$ cat src/rtl/hamming_best_match.sv
// Streaming brute-force descriptor matcher.
// One query descriptor is compared against a framed burst of candidates,
// one candidate per cycle. A three-stage pipeline computes the Hamming
// distance (XOR + popcount), tracks the best and second-best distances
// over the frame, and emits one result per frame with an accept flag
// derived from a distance threshold and a distinctiveness margin.
module hamming_best_match #(
  parameter int DESC_W = 256,
  parameter int IDX_W  = 10
) (
  input  logic                         i_clk,
  input  logic                         i_rst_n,
  input  logic                         i_valid,
  input  logic                         i_first,
  input  logic                         i_last,
  input  logic [DESC_W-1:0]            i_src_desc,
  input  logic [DESC_W-1:0]            i_dst_desc,
  input  logic [IDX_W-1:0]             i_dst_idx,
  input  logic [$clog2(DESC_W):0]      i_max_dist,
  input  logic [$clog2(DESC_W):0]      i_min_margin,
  output logic                         o_valid,
  output logic                         o_match,
  output logic [IDX_W-1:0]             o_best_idx,
  output logic [$clog2(DESC_W):0]      o_best_dist,
  output logic [$clog2(DESC_W):0]      o_second_dist,
  output logic                         o_drop
);

  localparam int DIST_W  = $clog2(DESC_W) + 1;
  localparam logic [DIST_W-1:0] DIST_MAX = {DIST_W{1'b1}};
  // The first stage reduces the XOR vector to this many partial sums.
  localparam int N_PART  = 8;
  localparam int CHUNK_W = DESC_W / N_PART;
  // A chunk of CHUNK_W bits can hold up to CHUNK_W ones, so each partial
  // sum is one bit wider than log2 of the chunk; the final sum widens to
  // DIST_W so the full 0..DESC_W range fits.
  localparam int PART_W  = $clog2(CHUNK_W) + 1;

  typedef enum logic [0:0] {
    ST_IDLE = 1'b0,
    ST_OPEN = 1'b1
  } state_t;

  // Count of ones within one chunk of the XOR vector.
  function automatic logic [PART_W-1:0] popcount_chunk(input logic [CHUNK_W-1:0] bits);
    logic [PART_W-1:0] acc;
    acc = {PART_W{1'b0}};
    for (int k = 0; k < CHUNK_W; k++) begin
      acc = acc + PART_W'(bits[k]);
    end
    return acc;
  endfunction

  // Final reduction of the partial sums into a full distance.
  function automatic logic [DIST_W-1:0] sum_parts(input logic [N_PART-1:0][PART_W-1:0] parts);
    logic [DIST_W-1:0] acc;
    acc = {DIST_W{1'b0}};
    for (int k = 0; k < N_PART; k++) begin
      acc = acc + DIST_W'(parts[k]);
    end
    return acc;
  endfunction

  // Frame state and source latch
  state_t                          state_q, state_d;
  logic [DESC_W-1:0]               src_q, src_d;
  logic [DESC_W-1:0]               src_sel_s;
  logic [DESC_W-1:0]               xor_s;
  logic                            acc_s;
  logic                            drop_s;

  // Stage 1 registers
  logic                            s1_valid_q, s1_valid_d;
  logic [N_PART-1:0][PART_W-1:0]   s1_part_q, s1_part_d;
  logic [IDX_W-1:0]                s1_idx_q, s1_idx_d;
  logic                            s1_first_q, s1_first_d;
  logic                            s1_last_q, s1_last_d;
  logic [DIST_W-1:0]               s1_max_q, s1_max_d;
  logic [DIST_W-1:0]               s1_margin_q, s1_margin_d;

  // Stage 2 registers
  logic                            s2_valid_q, s2_valid_d;
  logic [DIST_W-1:0]               s2_dist_q, s2_dist_d;
  logic [IDX_W-1:0]                s2_idx_q, s2_idx_d;
  logic                            s2_first_q, s2_first_d;
  logic                            s2_last_q, s2_last_d;
  logic [DIST_W-1:0]               s2_max_q, s2_max_d;
  logic [DIST_W-1:0]               s2_margin_q, s2_margin_d;

  // Stage 3 tracker and result registers
  logic [DIST_W-1:0]               best_q, best_d;
  logic [DIST_W-1:0]               second_q, second_d;
  logic [IDX_W-1:0]                best_idx_q, best_idx_d;
  logic [DIST_W-1:0]               trk_best_s;
  logic [DIST_W-1:0]               trk_second_s;
  logic [IDX_W-1:0]                trk_idx_s;
  logic [DIST_W-1:0]               margin_s;
  logic                            valid_q, valid_d;
  logic                            match_q, match_d;
  logic [IDX_W-1:0]                out_idx_q, out_idx_d;
  logic [DIST_W-1:0]               out_best_q, out_best_d;
  logic [DIST_W-1:0]               out_second_q, out_second_d;
  logic                            drop_q, drop_d;

  // Frame FSM: decide whether the current beat enters the pipeline or is dropped.
  always_comb begin
    state_d = state_q;
    acc_s   = 1'b0;
    drop_s  = 1'b0;
    if (i_valid) begin
      if (i_first) begin
        // A first beat always starts a frame; one arriving while a frame
        // is open abandons that frame, which is reported as a drop.
        acc_s   = 1'b1;
        drop_s  = (state_q == ST_OPEN);
        state_d = i_last ? ST_IDLE : ST_OPEN;
      end else if (state_q == ST_OPEN) begin
        acc_s   = 1'b1;
        drop_s  = 1'b0;
        state_d = i_last ? ST_IDLE : ST_OPEN;
      end else begin
        acc_s   = 1'b0;
        drop_s  = 1'b1;
        state_d = ST_IDLE;
      end
    end else begin
      state_d = state_q;
    end
  end

  // Stage 1 inputs: source select, XOR and per-chunk popcount.
  always_comb begin
    // The first beat of a frame must use the live query, since the latch
    // only captures it at the end of that cycle.
    if (i_valid && i_first) begin
      src_sel_s = i_src_desc;
    end else begin
      src_sel_s = src_q;
    end
    src_d = src_sel_s;
    xor_s = src_sel_s ^ i_dst_desc;
    s1_part_d = '0;
    for (int k = 0; k < N_PART; k++) begin
      s1_part_d[k] = popcount_chunk(xor_s[k*CHUNK_W +: CHUNK_W]);
    end
    s1_valid_d  = acc_s;
    s1_idx_d    = i_dst_idx;
    s1_first_d  = i_first;
    s1_last_d   = i_last;
    s1_max_d    = i_max_dist;
    s1_margin_d = i_min_margin;
  end

  // Stage 2 inputs: final distance sum and tag forwarding.
  always_comb begin
    s2_valid_d  = s1_valid_q;
    s2_dist_d   = sum_parts(s1_part_q);
    s2_idx_d    = s1_idx_q;
    s2_first_d  = s1_first_q;
    s2_last_d   = s1_last_q;
    s2_max_d    = s1_max_q;
    s2_margin_d = s1_margin_q;
  end

  // Stage 3 tracker: best/second-best update with strict comparisons so ties keep the earlier index.
  always_comb begin
    trk_best_s   = best_q;
    trk_second_s = second_q;
    trk_idx_s    = best_idx_q;
    if (s2_valid_q) begin
      if (s2_first_q) begin
        trk_best_s   = s2_dist_q;
        trk_idx_s    = s2_idx_q;
        trk_second_s = DIST_MAX;
      end else if (s2_dist_q < best_q) begin
        trk_second_s = best_q;
        trk_best_s   = s2_dist_q;
        trk_idx_s    = s2_idx_q;
      end else if (s2_dist_q < second_q) begin
        trk_second_s = s2_dist_q;
      end else begin
        trk_second_s = second_q;
      end
    end else begin
      trk_best_s = best_q;
    end
    best_d     = trk_best_s;
    second_d   = trk_second_s;
    best_idx_d = trk_idx_s;
  end

  // Stage 3 result: on a last-tagged entry publish the post-update values and the accept decision.
  always_comb begin
    // second >= best always holds, so the plain unsigned difference is exact.
    margin_s     = trk_second_s - trk_best_s;
    valid_d      = 1'b0;
    match_d      = match_q;
    out_idx_d    = out_idx_q;
    out_best_d   = out_best_q;
    out_second_d = out_second_q;
    if (s2_valid_q && s2_last_q) begin
      valid_d      = 1'b1;
      match_d      = (trk_best_s <= s2_max_q) && (margin_s >= s2_margin_q);
      out_idx_d    = trk_idx_s;
      out_best_d   = trk_best_s;
      out_second_d = trk_second_s;
    end else begin
      valid_d = 1'b0;
    end
    drop_d = drop_s;
  end

  // State, pipeline and result registers; reset aborts any frame in flight.
  always_ff @(posedge i_clk or negedge i_rst_n) begin
    if (!i_rst_n) begin
      state_q      <= ST_IDLE;
      src_q        <= {DESC_W{1'b0}};
      s1_valid_q   <= 1'b0;
      s1_part_q    <= '0;
      s1_idx_q     <= {IDX_W{1'b0}};
      s1_first_q   <= 1'b0;
      s1_last_q    <= 1'b0;
      s1_max_q     <= {DIST_W{1'b0}};
      s1_margin_q  <= {DIST_W{1'b0}};
      s2_valid_q   <= 1'b0;
      s2_dist_q    <= {DIST_W{1'b0}};
      s2_idx_q     <= {IDX_W{1'b0}};
      s2_first_q   <= 1'b0;
      s2_last_q    <= 1'b0;
      s2_max_q     <= {DIST_W{1'b0}};
      s2_margin_q  <= {DIST_W{1'b0}};
      best_q       <= DIST_MAX;
      second_q     <= DIST_MAX;
      best_idx_q   <= {IDX_W{1'b0}};
      valid_q      <= 1'b0;
      match_q      <= 1'b0;
      out_idx_q    <= {IDX_W{1'b0}};
      out_best_q   <= {DIST_W{1'b0}};
      out_second_q <= {DIST_W{1'b0}};
      drop_q       <= 1'b0;
    end else begin
      state_q      <= state_d;
      src_q        <= src_d;
      s1_valid_q   <= s1_valid_d;
      s1_part_q    <= s1_part_d;
      s1_idx_q     <= s1_idx_d;
      s1_first_q   <= s1_first_d;
      s1_last_q    <= s1_last_d;
      s1_max_q     <= s1_max_d;
      s1_margin_q  <= s1_margin_d;
      s2_valid_q   <= s2_valid_d;
      s2_dist_q    <= s2_dist_d;
      s2_idx_q     <= s2_idx_d;
      s2_first_q   <= s2_first_d;
      s2_last_q    <= s2_last_d;
      s2_max_q     <= s2_max_d;
      s2_margin_q  <= s2_margin_d;
      best_q       <= best_d;
      second_q     <= second_d;
      best_idx_q   <= best_idx_d;
      valid_q      <= valid_d;
      match_q      <= match_d;
      out_idx_q    <= out_idx_d;
      out_best_q   <= out_best_d;
      out_second_q <= out_second_d;
      drop_q       <= drop_d;
    end
  end

  assign o_valid       = valid_q;
  assign o_match       = match_q;
  assign o_best_idx    = out_idx_q;
  assign o_best_dist   = out_best_q;
  assign o_second_dist = out_second_q;
  assign o_drop        = drop_q;

endmodule

$ cat config.mk
export PLATFORM = sky130hd
export DESIGN_NAME = hamming_best_match
export DESIGN_NICKNAME = d
export VERILOG_FILES = /design/src/rtl/hamming_best_match.sv
export SDC_FILE = /design/constraint.sdc
export NUM_CORES = 1
export LEC_CHECK = 0
export CAP_MARGIN = 5
export CELL_PAD_IN_SITES_DETAIL_PLACEMENT = 1
export CELL_PAD_IN_SITES_GLOBAL_PLACEMENT = 2
export CORE_MARGIN = 3
export CORE_UTILIZATION = 37
export CTS_CLUSTER_SIZE = 40
export DETAILED_ROUTE_END_ITERATION = 10
export GPL_TIMING_DRIVEN = 0
export PLACE_DENSITY = 0.89
export SYNTH_ARGS = -nofsm -noshare
export SYNTH_HDL_FRONTEND = slang
export SYNTH_SLANG_ARGS = --single-unit
$ cat constraint.sdc
create_clock -name i_clk -period 10.6 [get_ports i_clk]
set_input_delay 2.12 -clock i_clk [delete_from_list [all_inputs] [get_ports i_clk]]
set_output_delay 2.12 -clock i_clk [all_outputs]
set_load 0.01 [all_outputs]
==> flow_summary.ini, run 1 <==
[route]
wl_per_cell_um = 22.48
remaining_drc_errors = 0
dr.pass1.iters = 4
drtIter0Drc = 538
viasPerCell = 4.705
vias = 16290
final_antenna_net_count = 0
wl_mm = 77.84

[sta]
slew_viol_final = 0
rsz0062_at_grt = false
tns_ns = 0
final-setup-viol-count = 0
finalHoldViolCount = 0
min_period_over_period_pct = 84.25
slew-limit-headroom_pct = 23.45
tightest_slew_ns = 1.148
fmax_mhz = 112.0
min_period_ns = 8.930
fin_worst_skew_ns = 0.02761

[yosys]
syn_inst = 1908
avgSynthCellArea_um2 = 13.24
ys_seq_elements = 435
yosysSeqAreaShare_pct = 43.17
synth.distinct_cells = 43
synth_ff_type = dfrtp_1
syn_nets = 2789
syn_area_mm2 = 0.02527
synth_edf_count = 0
yosysWarnings = 0
synthArstFlopShare_pct = 100.0

[worst_setup_path]
path_max_fanout = 10
cp_cell_sequence = clkdlybuf4s50_1 > nand2_1 > clkbuf_1 > clkbuf_1 > mux2_2 > xnor2_1 > fa_1 > inv_1 > fa_1 > inv_1 > fa_1 > fa_1 > fa_1 > fa_1 > inv_1 > ha_1 > inv_1 > fa_1 > inv_1 > a21o_1 > a21oi_1 > xnor2_1
cp-start-kind = primary input
crit_required_ns = 11.08
cp.arrival_ns = 9.41
regToRegEndpoint = o_match
crit_type = primary input to flip-flop
worst_path_largest_cell_delay_ns = 0.74
reg2reg_depth = 23
ff2ff_setup_slack_ns = 4.48
cp_slowest_cell = clkbuf_1
regToRegStartpoint = second_q[2]
crit_path_end_kind = flip-flop
critPathBufInv = 8
cp_top_family = adder cells
path_common_cell = fa_1

[hold_path]
min_path_type = flip-flop to flip-flop
min_from = s1_idx_q[7]
hold_depth = 0
hold_end = s2_idx_q[7]

[global_routing]
antenna_found_initial = 16
grt_pass1_vias = 19620
grt_overflow = 0
grt_max_degree = 115
grt_pass1_wl_mm = 116.8
grtUsageTotal_pct = 21.97

[floorplan]
die-area_mm2 = 0.07146
die_x_um = 267.3
die_h_um = 267.3
std_cell_rows = 95
start_util_pct = 37.49
num_io_pins = 576
coreArea_mm2 = 0.06740

[layout]
fin_nets = 3421
final_cell_mix = 574 x clkdlybuf4s50_1, 417 x dfrtp_1, 276 x mux2_2
area_growth_pct = 34.29
layout-drive-gt1-share_pct = 15.71
final_common_cell = clkdlybuf4s50_1

[clocking]
cts_buffers = 52
ctsHoldBuffers = 0
path_clk_slew_ns = 0.06
insertion_delay_ns = 0.60
cts_sinks = 435
ctsHtreeMaxLevel = 2
post_cts_resized = 0
cts_setup_buffers = 0
clk_path_buf_depth = 3
cts-root-buf = clkbuf_16
cts_tree = built

[place]
io_buffers = 575
hpwl_mm = 63.67
gp_congestion = 0.8599

[status]
outcome = complete, no violations

[run]
drv_cap = 0
metal layers:
layer / GRT usage, % / part of all wire, % / up-vias
met5: 0 / 0.18 / -
met4: 5.602 / 2.4 / 20
met3: 6.036 / 6.6 / 124
met2: 41.26 / 54 / 400
met1: 24.45 / 37 / 8379
li1: - / - / 7365
per-stage QoR:
| stage | instance area, µm² | utilization [%] | cells | hold WS [ns] | setup WS [ns] |
|---|---|---|---|---|---|
| floorplan | 25270 | - | 1908 | 0.3312 | 3.086 |
| global placement | 32110 | 47.65 | 3356 | 0.3347 | -12.38 |
| detailed placement | 32200 | 47.78 | 3359 | 0.3356 | 0.9140 |
| CTS | 33920 | 50.33 | 3457 | 0.3492 | 1.543 |
| global route | 33930 | 50.34 | 3460 | 0.3588 | 1.268 |
| finish | 33930 | 50.34 | 3462 | 0.3451 | 1.670 |
worst max-delay path by stage:
| stage | cells after the start | slack (ns) | startpoint | end |
|---|---|---|---|---|
| 6_report | 22 | 1.67 | i_first | s1_part_q[10] |
| 5_1_grt | 22 | 1.27 | i_first | s1_part_q[10] |
| 4_1_cts | 22 | 1.54 | i_first | s1_part_q[10] |
| 3_5_place_dp | 22 | 0.91 | i_first | s1_part_q[10] |
| 3_3_place_gp | 1 | -12.38 | i_rst_n | src_q[63] |
| 2_1_floorplan | 21 | 3.09 | i_valid | s1_part_q[40] |
registers in the layout (all words and copies together), names as in the netlist, 10 cells and up:
register / count
best_idx_q: 10
o_best_idx: 10
s1_idx_q: 10
s1_part_q: 48
s2_idx_q: 10
src_q: 256
cells by family (layout without fill, tap and decap cells):
kind of cell               Yosys count  count (layout)  share of synthesized area [%]
AOI/OAI and AO/OA                  144             144                          3.585
xor gates and xnor gates           291             291                          10.09
adders and majority gates          336             336                          23.41
buffers and inverters              311             987                          4.764
DFF                                435             435                          43.17
muxes                              303             303                          13.39
other                                0               5                              0
and+or+nand+nor                     88              88                          1.585
synth_stat cells, drive strengths merged (3+ instances only):
cell    count  area share, %
dfrtp     417             41
mux2      277             12
inv       270            4.0
fa        228             18
xnor2     180            6.2
xor2      111            3.8
ha        108            5.3
a21oi      53            1.0
nand2      31           0.49
nor2       31           0.46
o21ai      30           0.59
a21o       27           0.80
mux2i      26            1.0
clkbuf     22           0.33
buf        19           0.43
dfstp      18            1.9
nor2b      14           0.35
o21a       10           0.30
o22a        7           0.24
a211oi      5           0.17
nand2b      3          0.074
nand4       3          0.074
o22ai       3           0.12
cell type report:
class | instances | area [µm²]
Multi-Input combinational cell | 1162 | 13150
Buffer | 41 | 191.4
Timing Repair Buffer | 578 | 5843
Sequential cell | 435 | 10910
Antenna cell | 5 | 12.51
Fill cell | 6818 | 33470
Clock inverter | 20 | 185.2
Clock buffer | 78 | 1530
Tap cell | 873 | 1092
Inverter | 270 | 1013
Power of run 1 is left out: the tool's default activity adds up to more than one toggle a clock period on the data nets, which glitch-free logic cannot reach.
==> inputs of run 2 (changes only) <==
--- a/config.mk
+++ b/config.mk
@@ -9,11 +9,11 @@
 export CELL_PAD_IN_SITES_DETAIL_PLACEMENT = 1
 export CELL_PAD_IN_SITES_GLOBAL_PLACEMENT = 2
 export CORE_MARGIN = 3
-export CORE_UTILIZATION = 37
+export CORE_UTILIZATION = 31
 export CTS_CLUSTER_SIZE = 40
 export DETAILED_ROUTE_END_ITERATION = 10
 export GPL_TIMING_DRIVEN = 0
-export PLACE_DENSITY = 0.89
+export PLACE_DENSITY = 0.79
 export SYNTH_ARGS = -nofsm -noshare
 export SYNTH_HDL_FRONTEND = slang
 export SYNTH_SLANG_ARGS = --single-unit
==> constraint.sdc (replaced) <==
create_clock -name i_clk -period 7.38 [get_ports i_clk]
set_input_delay 1.476 -clock i_clk [delete_from_list [all_inputs] [get_ports i_clk]]
set_output_delay 1.476 -clock i_clk [all_outputs]
set_load 0.01 [all_outputs]
==> run 2 against run 1 <==
Compared with the run above:
- critical path depth fell by 1
- core utilization shrank 7.8 points
- clock skew decreased by 0.011 ns
- first-iteration DRC count is 23% lower
- critical path type unchanged
==> flow_summary.ini, run 2 (same netlist as run 1, synthesis figures left out) <==
[clocking]
insertion_delay_ns = 0.60
cts_buffers = 53
ctsHtreeMaxLevel = 2
cts-root-buf = clkbuf_16
cts_sinks = 435
cts_tree = built
clk_path_buf_depth = 3
path_clk_slew_ns = 0.06

[floorplan]
die_x_um = 291.5
die_h_um = 291.5
num_io_pins = 576
die-area_mm2 = 0.08496
std_cell_rows = 104
start_util_pct = 31.32
coreArea_mm2 = 0.08068

[layout]
reg_top3 = src_q (256), s1_part_q (48)
seq_area_mm2 = 0.01091
layout-drive-gt1-share_pct = 16.43
fin_nets = 3423
fillCellCount = 8474
area_growth_pct = 35.93
multi_input_area_mm2 = 0.01321
final_common_cell = clkdlybuf4s50_1
utilization_pct = 42.57
final_cell_mix = 574 x clkdlybuf4s50_1, 417 x dfrtp_1, 276 x mux2_2
largest-register = src_q
largest_reg_flops = 256

[place]
gp_congestion = 0.8428
io_buffers = 575
hpwl_mm = 64.28
dp_worst_setup_slack_ns = -2.068

[sta]
min_period_ns = 7.187
min_period_over_period_pct = 97.38
setup_slack_ns = 0.1930
fin_worst_skew_ns = 0.01614
hold_ws_ns = 0.3466
tns_ns = 0
fmax_mhz = 139.1
rsz0062_at_grt = true
slew_viol_final = 0
finalHoldViolCount = 0
tightest_slew_ns = 0.9369
slew-limit-headroom_pct = 37.54
final-setup-viol-count = 0

[worst_setup_path]
regToRegStartpoint = second_q[2]
crit_required_ns = 7.85
path_common_cell = fa_1
cp_slowest_cell = fa_1
cp_cell_sequence = clkdlybuf4s50_1 > nand2_2 > buf_4 > clkbuf_4 > mux2_2 > xor2_1 > fa_1 > inv_1 > fa_1 > fa_1 > fa_1 > fa_1 > fa_1 > inv_1 > ha_1 > inv_1 > fa_1 > inv_1 > a21o_1 > a21oi_1 > xnor2_1
cp.arrival_ns = 7.66
cp-startpoint = i_valid
worst_path_largest_cell_delay_ns = 0.59
path_max_fanout = 10
crit_type = primary input to flip-flop
cp-start-kind = primary input
crit_path_end_kind = flip-flop

[global_routing]
antenna_found_initial = 22
grtUsageTotal_pct = 18.61
grt_pass1_wl_mm = 119.0
grt_pass1_vias = 19640
grt_overflow = 0
grt_max_degree = 113

[run]
drv_cap = 0

[hold_path]
min_from = s1_max_q[4]
min_path_type = flip-flop to flip-flop

[status]
outcome = complete, no violations

[route]
wl_mm = 78.62
dr.pass1.iters = 4
final_antenna_net_count = 0
vias = 16180
wl_per_cell_um = 21.49
remaining_drc_errors = 0
viasPerCell = 4.421
drtIter0Drc = 416
run 2: cell count changes in the layout (fill, tap and decap cells not counted), moves of 5 or more:
cell,change
clkbuf_1,-15
clkbuf_4,+9
clkbuf_2,+5
clkinv_2,-6
buf_2,-7
buf_4,+5
diode_2,+13
run 2: timing repair:
item | CTS | global route
resized for setup | 29 | 25
setup buffers | 0 | 0
setup endpoints to repair | 43 | 12
pin swaps | 0 | 0
hold buffers | 0 | 0
run 2: path summary, 6_finish.rpt:
path	end	slack [ns]	cells after the start
min in group asynchronous	o_match	0.72	1
setup reg to reg	o_match	1.29	23
max in group asynchronous	src_q[91]	5.25	3
setup / recovery	s1_part_q[34]	0.19	21
hold reg to reg	s2_max_q[4]	0.35	0
hold / removal	s2_max_q[4]	0.35	0
run 2: per-layer routing:
layer	global-route usage, %	wire [µm]	part of all wire, %	up-vias
li1	-	-	-	7384
met1	21.08	29970	38	8235
met2	33.88	41440	53	418
met3	4.479	4496	5.7	135
met4	6.848	2673	3.4	6
met5	0	38	0.048	-
run 2: critical path, delay by kind of cell:
| kind | cells | cell delay [ns] |
|---|---|---|
| and+or+nand+nor | 1 | 0.20 |
| xor gates and xnor gates | 2 | 0.44 |
| muxes | 1 | 0.39 |
| buffers and inverters | 7 | 1.35 |
| AOI/OAI and AO/OA | 2 | 0.17 |
| adders and majority gates | 8 | 3.59 |
run 2: final cells by class:
type / count / area share [%]
Inverter: 270 / 2.951
Tap cell: 1060 / 3.862
Clock inverter: 17 / 0.4554
Clock buffer: 77 / 4.510
Antenna cell: 18 / 0.1312
Multi-Input combinational cell: 1162 / 38.46
Timing Repair Buffer: 579 / 17.09
Sequential cell: 435 / 31.76
Buffer: 41 / 0.7760
run 2: per-stage QoR:
| step | cells | instance area, µm² |
|---|---|---|
| after floorplan | 1908 | 25270 |
| after global placement | 3543 | 32350 |
| after detailed placement | 3547 | 32460 |
| after CTS | 3641 | 34250 |
| after global routing | 3657 | 34340 |
| final | 3659 | 34340 |
Power of run 2 is left out for the same reason.
==> inputs of run 3 (changes only) <==
--- a/config.mk
+++ b/config.mk
@@ -5,15 +5,17 @@
 export SDC_FILE = /design/constraint.sdc
 export NUM_CORES = 1
 export LEC_CHECK = 0
+export ABC_AREA = 1
 export CAP_MARGIN = 5
 export CELL_PAD_IN_SITES_DETAIL_PLACEMENT = 1
 export CELL_PAD_IN_SITES_GLOBAL_PLACEMENT = 2
 export CORE_MARGIN = 3
-export CORE_UTILIZATION = 31
+export CORE_UTILIZATION = 29
 export CTS_CLUSTER_SIZE = 40
 export DETAILED_ROUTE_END_ITERATION = 10
 export GPL_TIMING_DRIVEN = 0
-export PLACE_DENSITY = 0.79
+export HOLD_SLACK_MARGIN = 0.02
+export PLACE_DENSITY = 0.8
 export SYNTH_ARGS = -nofsm -noshare
 export SYNTH_HDL_FRONTEND = slang
 export SYNTH_SLANG_ARGS = --single-unit
==> run 3 against run 2 <==
Compared with the run above:
- global-route usage up 1.1 points
- register-to-register slack better by 0.84 ns
- first-iteration DRC count grew 85%
- worst hold slack got worse by 0.0017 ns
- clock-buffer cell count is 6 lower
- wire length grew 14%
- fmax up 0.71%
- sequential share of layout area fell by 0.47 points
- core utilization fell by 2.4 points
- synthesized cell count is 33% higher
- critical endpoint is now s1_part_q[4]
- highest routed layer unchanged
==> flow_summary.ini, run 3 <==
[place]
io_buffers = 575
dp_worst_setup_slack_ns = -1.342
gp_congestion = 0.8336
hpwl_mm = 73.06
dp.cells = 4272

[sta]
final-setup-viol-count = 0
slew_viol_final = 0
min_period_ns = 7.137
fin_worst_skew_ns = 0.02706
finalHoldViolCount = 0
slew-limit-headroom_pct = 43.13
tightest_slew_ns = 0.8531
min_period_over_period_pct = 96.70
fmax_mhz = 140.1
hold_ws_ns = 0.3449
setup_slack_ns = 0.2435

[status]
outcome = complete, no violations

[layout]
fin_cells = 4390
largest_reg_flops = 256
area_growth_pct = 36.82
final_common_cell = nand2_1
fin_nets = 4056
layout-drive-gt1-share_pct = 6.275
final_cell_mix = 884 x nand2_1, 574 x clkdlybuf4s50_1, 417 x dfrtp_1
reg_top3 = src_q (256), s1_part_q (48)
fillCellCount = 9821
largest-register = src_q

[yosys]
ys_seq_elements = 435
yosys.area.top_type = dfrtp_1
synth_ff_type = dfrtp_1
synth_edf_count = 0
synth_area_leaders = dfrtp_1 41%, fa_1 18%, nand2_1 13%, xnor2_1 5.5%, ha_1 5.3%
syn_nets = 3419
yosysSeqAreaShare_pct = 42.81
synth.most_common_cell = nand2_1
syn_area_mm2 = 0.02548
avgSynthCellArea_um2 = 10.04
synthArstFlopShare_pct = 100.0
yosysWarnings = 0
synth_top_cell_area_share_pct = 40.95
synth.distinct_cells = 39
syn_inst = 2538
ys_top_cells_by_count = 886 x nand2_1, 417 x dfrtp_1, 307 x inv_1, 228 x fa_1, 160 x xnor2_1

[clocking]
path_clk_slew_ns = 0.06
clk_path_buf_depth = 3
cts_sinks = 435
cts_buffers = 56
cts-root-buf = clkbuf_16
insertion_delay_ns = 0.63
cts_tree = built
ctsHtreeMaxLevel = 2
ctsHoldBuffers = 0
cts_setup_buffers = 0

[worst_setup_path]
path_max_fanout = 10
reg2reg_depth = 16
cp-startpoint = i_first
crit_required_ns = 7.88
regToRegStartpoint = src_q[11]
cp-start-kind = primary input
crit_path_end_kind = flip-flop
crit_type = primary input to flip-flop
cp.arrival_ns = 7.63

[route]
vias = 18780
remaining_drc_errors = 0
drtIter0Drc = 770
dr.pass1.iters = 4
final_antenna_net_count = 0
wl_mm = 89.93
viasPerCell = 4.278
wl_per_cell_um = 20.48

[global_routing]
antenna_found_initial = 29
grt_pass1_vias = 21260
grt_max_degree = 110
grt_overflow = 0
grt_pass1_wl_mm = 131.7
grtUsageTotal_pct = 19.66

[floorplan]
coreArea_mm2 = 0.08689
die-area_mm2 = 0.09146
start_util_pct = 29.33
num_io_pins = 576
die_x_um = 302.4
die_h_um = 302.4
std_cell_rows = 108

[run]
drv_cap = 0

[hold_path]
min_from = s1_margin_q[1]
min_path_type = flip-flop to flip-flop
hold_depth = 0
[run 3: final cells by class]
cell class	count	area [µm²]	share of cell area [%]
Sequential cell	435	10910	31.29
Clock inverter	31	369.1	1.059
Multi-Input combinational cell	1727	13140	37.69
Antenna cell	16	40.04	0.1148
Clock buffer	71	1539	4.414
Tap cell	1155	1445	4.145
Timing Repair Buffer	579	5871	16.84
Inverter	309	1160	3.327
Buffer	67	390.4	1.120
[run 3: metal layers]
layer  GRT usage, %  vias up  share of wire [%]
li1               -     8958                  -
met1          23.19     9258                 39
met2          35.35      419                 52
met3          4.952      124                6.1
met4          5.580       20                2.4
met5              0        -               0.15
[run 3: path summary, 6_finish.rpt]
| check | end | slack, ns |
|---|---|---|
| setup / recovery | s1_part_q[4] | 0.24 |
| hold / removal | s2_margin_q[1] | 0.34 |
| setup reg to reg | s1_part_q[4] | 2.13 |
| hold reg to reg | s2_margin_q[1] | 0.34 |
| max in group asynchronous | src_q[85] | 4.69 |
| min in group asynchronous | s2_max_q[1] | 0.92 |
[run 3: metrics by stage]
| step | cell area (µm²) | util [%] | setup TNS (ns) |
|---|---|---|---|
| floorplan | 25480 | - | 0 |
| CTS | 34740 | 39.98 | 0 |
| global placement | 32680 | 37.61 | -7063.94 |
| finish | 34860 | 40.12 | 0 |
| detailed placement | 32800 | 37.75 | -42.81 |
| global route | 34850 | 40.11 | -0.007558 |
[run 3: what timing repair did]
action,CTS,global route
setup endpoints to repair,39,21
endpoints found under the hold margin,0,0
pin swaps,0,1
resized for setup,15,47
[run 3: cells by family (layout without fill, tap and decap cells)]
kind of cell	count (synthesis)	in the layout	synth area share, %
AOI/OAI and AO/OA	129	129	3.187
xor gates and xnor gates	289	289	9.933
adders and majority gates	336	336	23.22
buffers and inverters	376	1057	5.784
DFF	435	435	42.81
muxes	5	5	0.1964
other	0	16	0
and+or+nand+nor	968	968	14.88
[run 3: critical path: stages]
cell and delay (ns):
clkdlybuf4s50_1 0.51, nand2_1 0.16, clkinv_1 0.15, buf_6 0.23, clkbuf_4 0.27, nand2_1 0.07, nand2_1 0.16, xor2_4 0.29
fa_1 0.51, inv_1 0.10, fa_1 0.44, fa_1 0.57, fa_1 0.45, fa_1 0.52, fa_1 0.41, inv_1 0.08
ha_1 0.14, inv_1 0.06, fa_1 0.45, o21ai_0 0.22, xor2_1 0.33
Power of run 3 is left out for the same reason.
